[src/rtl/issue_scoreboard.sv]
// issue_scoreboard: RAW/WAW issue control with per-register pending counters and a one-entry execute register
module issue_scoreboard #(
  parameter int NUM_REGS = 32,
  parameter int ADDR_W   = 5,
  parameter int CNT_W    = 2
) (
  input  logic                clk,
  input  logic                reset,
  input  logic                flush,
  input  logic                id_valid,
  output logic                id_ready,
  input  logic [ADDR_W-1:0]   id_rd,
  input  logic [ADDR_W-1:0]   id_rs1,
  input  logic [ADDR_W-1:0]   id_rs2,
  input  logic                id_uses_rs1,
  input  logic                id_uses_rs2,
  input  logic                id_writes_rd,
  output logic                ex_valid,
  input  logic                ex_ready,
  output logic [ADDR_W-1:0]   ex_rd,
  output logic                ex_writes_rd,
  input  logic                wb_valid,
  input  logic [ADDR_W-1:0]   wb_rd,
  output logic [NUM_REGS-1:0] busy_mask,
  output logic [31:0]         stall_count,
  output logic                err_underflow
);
  localparam logic [CNT_W-1:0] MAX = '1;
  logic [CNT_W-1:0] cnt [NUM_REGS];
  logic wb_hit, busy1, busy2, full_rd, hazard, fire, inc;
  assign wb_hit  = wb_valid && wb_rd != '0 && cnt[wb_rd] != '0;
  assign busy1   = id_uses_rs1 && id_rs1 != '0 && cnt[id_rs1] != CNT_W'(wb_hit && wb_rd == id_rs1);
  assign busy2   = id_uses_rs2 && id_rs2 != '0 && cnt[id_rs2] != CNT_W'(wb_hit && wb_rd == id_rs2);
  assign full_rd = id_writes_rd && id_rd != '0 && cnt[id_rd] == MAX;
  assign hazard  = busy1 || busy2 || full_rd;
  assign id_ready = !reset && !flush && !hazard && (!ex_valid || ex_ready);
  assign fire    = id_valid && id_ready;
  assign inc     = fire && id_writes_rd && id_rd != '0;
  always_comb begin
    busy_mask = '0;
    for (int r = 1; r < NUM_REGS; r++) busy_mask[r] = cnt[r] != '0;
  end
  always_ff @(posedge clk) begin
    if (reset) begin
      for (int r = 0; r < NUM_REGS; r++) cnt[r] <= '0;
      ex_valid      <= 1'b0;
      ex_rd         <= '0;
      ex_writes_rd  <= 1'b0;
      stall_count   <= '0;
      err_underflow <= 1'b0;
    end else if (flush) begin
      for (int r = 0; r < NUM_REGS; r++) cnt[r] <= '0;
      ex_valid <= 1'b0;
    end else begin
      for (int r = 0; r < NUM_REGS; r++)
        cnt[r] <= cnt[r] + CNT_W'(inc && id_rd == ADDR_W'(r)) - CNT_W'(wb_hit && wb_rd == ADDR_W'(r));
      ex_valid <= fire || (ex_valid && !ex_ready);
      if (fire) begin
        ex_rd        <= id_rd;
        ex_writes_rd <= id_writes_rd && id_rd != '0;
      end
      stall_count   <= stall_count + 32'(id_valid && !id_ready && stall_count != '1);
      err_underflow <= err_underflow || (wb_valid && wb_rd != '0 && cnt[wb_rd] == '0);
    end
  end
endmodule

[config.mk]
export PLATFORM = sky130hd
export DESIGN_NAME = issue_scoreboard
export DESIGN_NICKNAME = d
export VERILOG_FILES = /design/src/rtl/issue_scoreboard.sv
export SDC_FILE = /design/constraint.sdc
export NUM_CORES = 1
export LEC_CHECK = 0
export ABC_AREA = 0
export CAP_MARGIN = 20
export CORE_MARGIN = 5
export CORE_UTILIZATION = 50
export CTS_CLUSTER_DIAMETER = 30
export DETAILED_ROUTE_END_ITERATION = 10
export GPL_TIMING_DRIVEN = 1
export PLACE_DENSITY_LB_ADDON = 0.1
export SYNTH_ARGS = -nofsm -noshare
export SYNTH_HDL_FRONTEND = slang
export SYNTH_SLANG_ARGS = --single-unit
[constraint.sdc]
create_clock -name clk -period 6.23 [get_ports clk]
set_input_delay 1.246 -clock clk [delete_from_list [all_inputs] [get_ports clk]]
set_output_delay 1.246 -clock clk [all_outputs]
set_load 0.02 [all_outputs]
* Yosys cells after proc, flatten, opt, wreduce, memory -nomap -nowiden
Memories as Yosys holds them, arrays and structs flattened. Index checks and enable logic that the tools add are counted.
Cells by class: shift operators 0, $lt $le $gt $ge 0, multiplexer cells 72, equality and inequality tests 68, reductions and logical operators 136, bitwise operators 65, divide/modulo/power cells 0, add/subtract/negate cells 65, multiply operators 0
Operators with widths (number):
- $eq A5 B5 Y1 const B | 32
- $mux W2 | 64
- $logic_and A1 B1 Y1 | 84
- $eq A5 B4 Y1 const B | 16
- $add A2 B1 Y2 | 32
- $or A1 B1 Y1 | 64
- $reduce_bool A2 Y1 | 32
- $sub A2 B1 Y2 | 32
- $eq A5 B3 Y1 const B | 8
- $add A32 B1 Y32 | 1
- $ne A32 B32 Y1 const B | 1
- $eq A5 B2 Y1 const B | 4
- $reduce_bool A5 Y1 | 4
- $eq A5 B1 Y1 const B | 2
- $eq A5 B5 Y1 | 2
- $logic_not A5 Y1 | 2
- $mux W1 | 8
- $logic_not A1 Y1 | 6
- $logic_or A1 B1 Y1 | 5
- $ne A2 B1 Y1 | 2
- $eq A2 B2 Y1 const B | 1
- $logic_not A2 Y1 | 1
- $reduce_and A2 Y1 | 1
- $reduce_or A2 Y1 | 1
- $not A1 Y1 | 1
Storage, ports and cells: bits of input ports 29, memories 1, memory bits (read-only) 0, bits in latches 0, bits in writable memories 64, output and inout bits 73, word-level logic and storage cells 412, bits in registers 40
Memory list:
- cnt | depth 32, width 2, read ports 36, clocked after Yosys merged registers in 0, write ports 32, line 29 | logic [CNT_W-1:0] cnt [NUM_REGS];

* Depth between registers and ports, before layout
Gate-level depths: netlist (run 1).
word-level depth 18, mapped depth 19

* Worst setup path after synthesis (run 1)
Ideal clock, no wire load.
path type in2reg, start in id_rs2[0], end reg stall_count[30], arrival 4794 ps, cell stages on the path 19, setup slack 1308 ps, required time 6102 ps, cells stage by stage clkbuf_1 -> clkbuf_1 -> nand2_1 -> o211ai_1 -> o21ai_0 -> o31a_1 -> a31oi_1 -> o21ai_1 -> and4_1 -> a211oi_1 -> ha_1 -> and3b_1 -> nand3_1 -> nor3_1 -> nand2_1 -> nor2_1 -> nand4_1 -> xor2_1 -> nor2_1
Between the ends: longest elaborated chain between the ends 13
RTL lines:
- from (decl) | line 14 | input logic [ADDR_W-1:0] id_rs2,
- branches (longest 3 deep; another with $mem_v2 Z32 W2)
- $logic_and A1 B1 Y1 (*) | line 33 | assign busy2 = id_uses_rs2 && id_rs2 != '0 && cnt[id_rs2] != CNT_W'(wb_hit && wb_rd == id_rs2);
- $logic_or A1 B1 Y1 (*) (2 in series) | line 35 | assign hazard = busy1 || busy2 || full_rd;
- $logic_not A1 Y1 (*) | line 36 | assign id_ready = !reset && !flush && !hazard && (!ex_valid || ex_ready);
- $logic_and A1 B1 Y1 (*) (2 in series) | line 36
- named net id_ready | line 11 | output logic id_ready,
- $logic_not A1 Y1 (*) | line 62 | stall_count <= stall_count + 32'(id_valid && !id_ready && stall_count != '1);
- $logic_and A1 B1 Y1 (*) (2 in series) | line 62
- $add A32 B1 Y32 (*) | line 62
- to (signal assigned) | line 62
- to (decl) | line 25 | output logic [31:0] stall_count,
Mark *: on every way through the listed nets, which the timed path passes. A chain may end at the register's enable or synchronous reset.

* Worst setup path after layout (run 1)
start in id_rs1[0], end out id_ready
Between the ends: longest elaborated chain between the ends 9
RTL lines:
- from (decl) | line 13 | input logic [ADDR_W-1:0] id_rs1,
- branches (longest 3 deep; another with $mem_v2 Z32 W2)
- $logic_and A1 B1 Y1 (*) | line 32 | assign busy1 = id_uses_rs1 && id_rs1 != '0 && cnt[id_rs1] != CNT_W'(wb_hit && wb_rd == id_rs1);
- $logic_or A1 B1 Y1 (*) (2 in series) | line 35
- $logic_not A1 Y1 (*) | line 36
- $logic_and A1 B1 Y1 (*) (2 in series) | line 36
- to (decl) | line 11
Mark *: on every way between the ends.

==> results of run 1 <==
-- worst max-delay path by stage --
stage,start,endpoint,cells past startpoint
floorplan,id_rs2[0],stall_count[30],19
global placement,id_rs1[0],stall_count[27],19
detailed placement,wb_rd[1],stall_count[27],18
CTS,id_rs1[0],id_ready,9
global route,id_rs1[0],id_ready,9
finish,id_rs1[0],id_ready,9
-- cell usage in the layout (no fill, tap or decap), types with 41 or more instances in the layout --
cell type / count
nor2_1: 114
clkdlybuf4s50_1: 99
inv_1: 73
ha_1: 66
conb_1: 65
edfxtp_1: 62
nand2_1: 58
xor2_1: 56
xnor2_1: 45
dfxtp_1: 42
nand3_1: 41
-- critical path, delay by kind of cell --
family,cells,cell delay [ns]
AND/OR/NAND/NOR,3,0.72
buffers and inverters,3,1.76
AO/OA/AOI/OAI,1,0.11
multiplexers,2,0.67
-- power by group through the flow --
stage,Sequential (uW),Clock [uW],Combinational (uW)
after CTS,800,640,349
final,802,631,356
after global placement,816,0,345
after floorplan,796,0,223
after global routing,804,669,384
after detailed placement,815,0,347
-- kinds of logic (layout without fill, tap and decap cells) --
logic type,Yosys count,after routing,synth area share
DFF,104,104,0.321
and+or+nand+nor,391,391,0.237
adders and majority gates,66,66,0.0980
xor gates and xnor gates,101,101,0.105
muxes,61,61,0.100
buffers and inverters,125,212,0.0578
other,2,65,0.000891
AOI/OAI and AO/OA,91,91,0.0798
-- flip-flops by register name (all words and copies together), names as in the netlist --
register,count
cnt,64
stall_count,32
ex_rd,5
err_underflow,1
ex_valid,1
ex_writes_rd,1
-- cell type report --
| class | instances | area, um^2 | share of cell area |
|---|---|---|---|
| clock buffer | 11 | 275 | 0.0270 |
| clock inverter | 5 | 50.0 | 0.00490 |
| inverter | 75 | 282 | 0.0276 |
| multi-input combinational | 775 | 5470 | 0.536 |
| sequential | 104 | 2700 | 0.265 |
| tap | 220 | 275 | 0.0270 |
| timing repair buffer | 121 | 1150 | 0.113 |
-- per-layer routing --
metal,up-vias,GRT usage,wire length (um)
met5,-,0,0
met4,0,0.123,1210
met3,74,0.0720,2600
met2,383,0.415,11700
met1,3601,0.384,11800
li1,3533,-,-
-- per-stage QoR --
step	power (uW)	area [um^2]	cells	utilization	setup slack, ns
5_1_grt	1860	10200	1311	0.616	0.303
6_report	1790	10200	1311	0.616	0.474
3_3_place_gp	1160	9880	1295	0.596	0.489
3_5_place_dp	1160	9880	1295	0.596	0.394
4_1_cts	1790	10200	1311	0.616	0.468
2_1_floorplan	1020	8660	1004	-	1.31
==> flow_summary.yaml, run 1 <==
outcome:
  outcome: "finished, final reports clean"
synthesis:
  synth-seq-area-share: 0.321
  synth_most_common_cell: "nor2_1"
  synth_top_area_share: 0.221
  synthesis.area_um2: 8420
  ys_top_cells_by_count: "nor2_1 (114), inv_1 (73), ha_1 (66)"
  synthTopCellsByArea: "edfxtp_1 (22%), dfxtp_1 (10%), ha_1 (9.8%)"
  ys_async_sr_fraction: 0
  syn_avg_cell_area_um2: 8.95
  synth_ff_type: "edfxtp_1"
  synth.largest_area_cell: "edfxtp_1"
  netlist_instances: 941
  ys_warn_count: 0
  synth.distinct_cells: 64
  ys_seq_elements: 104
  synth_edf_count: 62
critical_path:
  cp_max_fo: 9
  reg2reg_depth: 17
  r2r-start: "cnt[17][1]"
  crit_path_frequent_cell: "clkdlybuf4s50_1"
  cp-end-kind: "primary output"
  path_class: "input pin to primary output"
  cp-start-kind: "input pin"
  cp_slowest_stage_delay_ns: 0.82
  path_cells: "clkdlybuf4s50_1 -> buf_4 -> mux4_2 -> mux2i_1 -> a31oi_1 -> nand4_1 -> nor4b_2 -> and4_1 -> clkdlybuf4s50_1"
  ff2ff_setup_slack_ns: 1.52
  crit_path_top_delay_cell: "clkdlybuf4s50_1"
  cp.required_ns: 4.98
  cp.arrival_ns: 4.51
  r2r_end: "stall_count[27]"
global_routing:
  grt_pass1_wl_mm: 42.8
  grt_pass1_vias: 7408
  antenna_found_initial: 1
  grt_use_total: 0.279
  grt_max_degree: 42
  grt.overflow.total: 0
route:
  ant_nets: 0
  vias_per_cell: 5.79
  drc: 0
  dr.pass1.iters: 6
  wire_per_inst_um: 20.8
  via_count: 7591
  drt_iter0_drc: 912
  drt_wl_total_mm: 27.3
timing:
  hold_slack_ns: 0.482
  timing.fmax_ghz: 0.174
  period_share: 0.924
  rsz0062_at_grt: "false"
  worst_pin_slew_ns: 1.01
  slew_violations: 0
  slew_headroom: 0.315
  hold_viol: 0
  finClkSkew_ns: 0.00717
  finalSetupTns_ns: 0
  setup_viol: 0
  finalCriticalPeriod_ns: 5.76
clocking:
  cts_max_path_buffers: 2
  ctsHoldBuffers: 0
  cts_buffers: 9
  cts_resized: 0
  clk_latency_ns: 0.37
  postCtsSetupRepairBufs: 0
  path_clk_slew_ns: 0.08
  root_buffer: "clkbuf_16"
  cts_sinks: 104
  cts_max_level: 3
  cts_tree: "yes"
floorplanning:
  ios: 102
  initial_core_util: 0.508
  die_w_um: 140
  die_h_um: 140
  dieArea_um2: 19500
  coreArea_um2: 16600
  num_rows: 47
job:
  drv_cap: 0
power:
  leakage_uw: 0.00440
  p_switching_uw: 550
  p_per_area_nw_per_um2: 175
  p_sw_frac: 0.307
  power_frac_seq: 0.448
  p_comb_frac: 0.199
  internal_power_uw: 1240
  power_frac_clock: 0.353
  ir_drop_mv: 0.144
final_layout:
  nNetsFinal: 1181
  syn2layout_area_growth_pct: 21.2
  drive_above_1_share: 0.0807
  fillers: 1510
  antenna_cells: 0
worst_hold_path:
  hold_class: "flop to flop"
  hold_end: "ex_rd[3]"
  holdPathStages: 2
  hold_start: "ex_rd[3]"
placed_design:
  io_buffers: 100
  globalplace.congestion: 1.00
  post-dp-hpwl_mm: 20.5
(Power assumes the default switching activity.)
==> run 2: changes to the inputs <==
Settings changed: SLEW_MARGIN set to 20.
==> results of run 2 <==
No change in the layout: final DEF, timing and power equal those of run 1.
